### config.mk
export PLATFORM = sky130hd
export DESIGN_NAME = if_id_stage
export DESIGN_NICKNAME = d
export VERILOG_FILES = /design/src/rtl/if_id_stage.sv
export SDC_FILE = /design/constraint.sdc
export NUM_CORES = 1
export LEC_CHECK = 0
export CAP_MARGIN = 40
export CORE_MARGIN = 2
export CORE_UTILIZATION = 43
export DETAILED_ROUTE_END_ITERATION = 10
export PLACE_DENSITY = 0.9
export SYNTH_ARGS = -nofsm -noshare
export SYNTH_HDL_FRONTEND = slang
export SYNTH_SLANG_ARGS = --single-unit
### constraint.sdc
create_clock -name Clk -period 11.53 [get_ports Clk]
set_input_delay 3.459 -clock Clk [delete_from_list [all_inputs] [get_ports Clk]]
set_output_delay 3.459 -clock Clk [all_outputs]
set_load 0.01 [all_outputs]
### src/rtl/if_id_stage.sv
// if_id_stage: IF/ID pipeline register with load/branch hazard detection, stall FSM and saturating stall counter
module if_id_stage (
  input  logic        Clk,
  input  logic        Reset,
  input  logic [31:0] InstructionIn,
  input  logic [31:0] PCPlus4In,
  input  logic        IFFlush,
  input  logic        IDEXMemRead,
  input  logic        IDEXRegWrite,
  input  logic [4:0]  IDEXWriteReg,
  input  logic        EXMEMMemRead,
  input  logic [4:0]  EXMEMWriteReg,
  output logic [31:0] InstructionOut,
  output logic [31:0] PCPlus4Out,
  output logic        ValidOut,
  output logic        Stall,
  output logic        PCWrite,
  output logic        IDEXFlush,
  output logic [1:0]  State,
  output logic [15:0] StallCount
);
  typedef enum logic [1:0] {RUN = 2'd0, HOLD = 2'd1, FLUSHED = 2'd2} stateT;
  stateT state;
  logic [5:0] op;
  logic [4:0] rs, rt;
  logic usesRs, usesRt, isBranch, matchEx, matchMem;
  assign op = InstructionOut[31:26];
  assign rs = InstructionOut[25:21];
  assign rt = InstructionOut[20:16];
  assign usesRs = !(op == 6'd2 || op == 6'd3) && InstructionOut != 32'd0;
  assign usesRt = op inside {6'h00, 6'h04, 6'h05, 6'h28, 6'h29, 6'h2B};
  assign isBranch = op == 6'h04 || op == 6'h05;
  assign matchEx = ValidOut && IDEXWriteReg != 5'd0 &&
                   ((usesRs && rs == IDEXWriteReg) || (usesRt && rt == IDEXWriteReg));
  assign matchMem = ValidOut && EXMEMWriteReg != 5'd0 &&
                    ((usesRs && rs == EXMEMWriteReg) || (usesRt && rt == EXMEMWriteReg));
  assign Stall = (IDEXMemRead && matchEx) ||
                 (isBranch && IDEXRegWrite && !IDEXMemRead && matchEx) ||
                 (isBranch && EXMEMMemRead && matchMem);
  assign PCWrite = !Stall;
  assign IDEXFlush = Stall;
  assign State = state;
  always_ff @(posedge Clk) begin
    if (Reset) begin
      InstructionOut <= 32'd0;
      PCPlus4Out <= 32'd0;
      ValidOut <= 1'b0;
      state <= RUN;
      StallCount <= 16'd0;
    end else begin
      state <= Stall ? HOLD : IFFlush ? FLUSHED : RUN;
      if (Stall && StallCount != 16'hFFFF) StallCount <= StallCount + 16'd1;
      if (!Stall) begin
        InstructionOut <= IFFlush ? 32'd0 : InstructionIn;
        PCPlus4Out <= PCPlus4In;
        ValidOut <= !IFFlush;
      end
    end
  end
endmodule

Yosys cells after proc, flatten, opt, wreduce, memory -nomap -nowiden
Index checks and enable logic that the tools add are counted.

word-level totals
  flip-flop bits (word level) = 83
  output and inout bits = 86
  logic and storage cells = 54

cells by class
  add/subtract/negate cells = 1
  eq/ne operators = 12
  muxes and demuxes = 3
  reduce and logical (&&, ||, !) cells = 32

operators with widths
  kind                                                  number
  two-way mux 32 bit                                    1
  nonzero test 32 bit                                   1
  equality test 5 bit                                   4
  equality test 6 bit (second input constant)           3
  adder 16 x 1 -> 16 bit (second input constant)        1
  logical AND 1 bit                                     16
  inequality test 16 bit (second input constant)        1
  equality test 6 x 2 -> 1 bit (second input constant)  2
  equality test 6 x 3 -> 1 bit (second input constant)  2
  nonzero test 5 bit                                    2
  zero test 6 bit                                       1
  logical OR 1 bit                                      6
  nonzero test 6 bit                                    1
  zero test 1 bit                                       4
  two-way mux 2 bit                                     1
  OR reduction 2 bit                                    1
  two-way mux 1 bit                                     1

Depth between registers and ports, before layout
  depth in word-level cells = 11
  depth in mapped cells = 9

Least setup slack after synthesis
Ideal clock, no wire load.

  path kind = in2out
  start = in IDEXWriteReg[0]
  end = out Stall
  data arrival time = 5.137 ns
  path slack = 2.934 ns
  cell stages on the path = 8
  path buffers = 2
  cell sequence = or4_1 > o21ai_0 > or4_1 > a32oi_1 > nor2_2 > inv_2 > buf_4 > buf_4

between the ends
  word-level cells in the longest chain between the ends = 7
  elaborated cells on any way between the ends = 12

ends and longest elaborated chain
  item                                  line    text
  start, declared                       10      input logic [4:0] IDEXWriteReg,
  equality test 5 bit                   34      ((usesRs && rs == IDEXWriteReg) || (usesRt && rt == IDEXWriteReg));
  logical AND 1 bit                     34
  logical OR 1 bit                      34
  logical AND 1 bit *                   33      assign matchEx = ValidOut && IDEXWriteReg != 5'd0 &&
  logical AND 1 bit (on tied branches)  37, 38
  logical OR 1 bit *                    37      assign Stall = (IDEXMemRead && matchEx) ||
  logical OR 1 bit *                    38      (isBranch && IDEXRegWrite && !IDEXMemRead && matchEx) ||
  end, declared                         16      output logic Stall,

Mark *: on every way between the ends. The rest lies on a longest branch, timed or not.

Final worst setup path
Ends and elaborated chain as after synthesis.

==> results.yml <==
outcome:
  status: "finished clean"
sta:
  clock.fmax_ghz: 0.101
  fin_crit_ns: 9.93
  timing.final.crit_share: 0.861
  finClkSkew_ns: 0.00898
  maxSlewViolCount: 0
  hold_viol: 0
  fin_ws_ns: 1.60
  setup_viol: 0
  slew_headroom: 0.567
  tightest_slew_ns: 0.649
  setup_tns_ns: 0
  rsz0062_at_grt: "no"
cts:
  clock-sinks: 83
  cts_htree_levels: 3
  cts_made_buffers: 9
  clockRootBuffer: "clkbuf_8"
  clk_latency_ns: 0.35
  cts_resized: 0
  path_clk_slew_ns: 0.09
  cts_tree: "yes"
  post-cts-setup-buffers: 0
  holdBufCountCts: 0
  max-clock-path-buffers: 2
final_layout:
  nets: 575
  drive_above_1_share: 0.0641
  seqCellArea_um2: 1660
  area_delta_synth_final_pct: 58.1
  final_util: 0.691
  final_cell_mix: "164 x clkdlybuf4s50_1, 83 x dfxtp_1, 39 x nor2_1"
  final_common_cell: "clkdlybuf4s50_1"
  multiInputGateArea_um2: 1590
  nFillCells: 547
  diodes: 0
die:
  die_area_um2: 8500
  fp.coreArea_um2: 7650
  die_w_um: 92.2
  start_util: 0.437
  ioPinCount: 166
  die_h_um: 92.2
  rows: 32
run:
  drv_cap: 0
synthesis:
  synth_top_cell_by_area: "dfxtp_1"
  synthTopCellsByArea: "dfxtp_1 50%, mux2i_1 9.6%, a22o_1 8.4%"
  synth_top_cell_area_share: 0.497
  synthDistinctLibCells: 40
  ys_ff_latch: 83
  avgSynthCellArea_um2: 10.1
  yosysWarnings: 0
  syn_inst: 330
  synth_area_um2: 3340
  yosysSeqAreaShare: 0.497
  synth_nets: 411
pwr:
  power.share.clock: 0.326
  netSwitchingFraction: 0.252
  p_comb_frac: 0.149
  power_per_cell_area_nw_per_um2: 111
  p_seq_frac: 0.526
  vdd_drop_max_mv: 0.0769
  p_leak_nw: 1.93
  p_sw_uw: 148
  p_int_uw: 437
global_routing:
  grt_max_degree: 38
  grt.total_usage: 0.233
  antenna_found_initial: 0
  overflow: 0
  grt_pass1_vias: 3249
  grt_pass1_wl_um: 15800
setup_path:
  cpLargestDelayFamily: "buffers and inverters"
  critPathKind: "input port to output pin"
  cp-start-kind: "input port"
  cp_slowest_cell: "nor2_2"
  worstPathArrival_ns: 6.47
  crit_path_cell_trace: "clkdlybuf4s50_1 > or4_1 > o21ai_0 > or4_1 > a32oi_1 > nor2_2 > inv_2 > clkdlybuf4s50_1"
  end_kind: "output pin"
  cp_num_buf_inv: 3
  path_max_fanout: 19
  slowest_delay_ns: 0.58
  critical_path_required_ns: 8.07
detailed_routing:
  wl_um: 9910
  drc: 0
  antenna_left: 0
  drt_iter0_drc: 141
  via_per_inst: 5.43
  vias: 3261
  wl_per_cell_um: 16.5
  detail_route.first_pass.iterations: 4
min_path:
  hold_class: "flip-flop to flip-flop"
placement:
  portBuffers: 165
  dp_slack_ns: 1.65
  dpl.hpwl_um: 7530
  gp_congestion: 0.888
## final timing paths
path                                          from            endpoint  slack, ns  depth (start not counted)
worst max-delay path               IDEXWriteReg[0]               Stall       1.60                          8
worst min-delay path                PCPlus4Out[18]      PCPlus4Out[18]       0.50                          2
worst max register to register  InstructionOut[23]  InstructionOut[18]       8.33                          9
worst min register to register      PCPlus4Out[18]      PCPlus4Out[18]       0.50                          2
## power groups by stage
| stage | logic (mW) | clock network (mW) | registers, mW |
|---|---|---|---|
| after detailed placement | 0.0870 | 0 | 0.314 |
| after global placement | 0.0829 | 0 | 0.313 |
| after floorplan | 0.0234 | 0 | 0.318 |
| after global routing | 0.0929 | 0.204 | 0.309 |
| after CTS | 0.0873 | 0.194 | 0.307 |
| final | 0.0870 | 0.190 | 0.307 |
## layout make-up
type                    count  area share
inverters                   5     0.00355
clock buffers              10      0.0260
clock inverters             6     0.00781
well taps                 102      0.0241
repair buffers            170       0.324
multi-input cells         225       0.300
flip-flops and latches     83       0.314
## registers in the layout (all words and copies together), names as in the netlist
register,count
InstructionOut,32
PCPlus4Out,32
StallCount,16
State,2
ValidOut,1
## metrics by stage
stage | instances | instance area, um^2 | total power [mW] | hold slack [ns]
detailed placement | 584 | 5100 | 0.401 | 0.486
global route | 601 | 5290 | 0.606 | 0.532
finish | 601 | 5290 | 0.585 | 0.500
CTS | 600 | 5280 | 0.589 | 0.509
floorplan | 330 | 3340 | 0.341 | 0.510
global placement | 582 | 5060 | 0.396 | 0.475
## metal layers
| metal | part of all wire | vias up | global-route usage |
|---|---|---|---|
| met5 | 0 | - | 0 |
| met4 | 0.034 | 0 | 0.0995 |
| met3 | 0.052 | 32 | 0.0633 |
| met2 | 0.51 | 117 | 0.406 |
| met1 | 0.40 | 1563 | 0.269 |
| li1 | - | 1549 | - |
## worst min-delay path, cell delays in order (launching register included)
cell	delay, ns
dfxtp_1	0.33
mux2i_1	0.07
nor2_1	0.07
## cells in the mapped netlist
| cell type | number |
|---|---|
| o31ai_1 | 5 |
| nand3_1 | 10 |
| and3_1 | 4 |
| o21a_1 | 2 |
| a41oi_1 | 1 |
| or4_1 | 5 |
| buf_4 | 4 |
| or3b_2 | 1 |
| nand4_1 | 6 |
| nor3_2 | 2 |
| or3_1 | 7 |
| mux2i_1 | 32 |
| xor2_1 | 16 |
| buf_2 | 6 |
| a21oi_1 | 10 |
| o21ai_0 | 9 |
| clkbuf_1 | 7 |
| ha_1 | 1 |
| and2_1 | 2 |
| mux2_2 | 1 |
| o211ai_1 | 4 |
| o221a_2 | 1 |
| inv_1 | 4 |
| nor4_1 | 9 |
| nor3_1 | 5 |
| and4_1 | 1 |
| a2111oi_0 | 1 |
| nor2_1 | 40 |
| a22o_1 | 32 |
| dfxtp_1 | 83 |
| a221oi_1 | 1 |
| a32oi_1 | 1 |
| o311a_1 | 1 |
| nor2b_1 | 1 |
| inv_2 | 1 |
| or2_2 | 2 |
| o2111a_1 | 1 |
| nand2_1 | 4 |
| xnor2_1 | 6 |
| nor2_2 | 1 |
## logic make-up after synthesis
| kind of cell | synth area share |
|---|---|
| and+or+nand+nor | 0.154 |
| DFF | 0.497 |
| AOI/OAI and AO/OA | 0.157 |
| muxes | 0.0991 |
| xor gates and xnor gates | 0.0576 |
| buffers and inverters | 0.0314 |
| adders and majority gates | 0.00374 |
No activity file was read; power rests on OpenSTA's default activity.
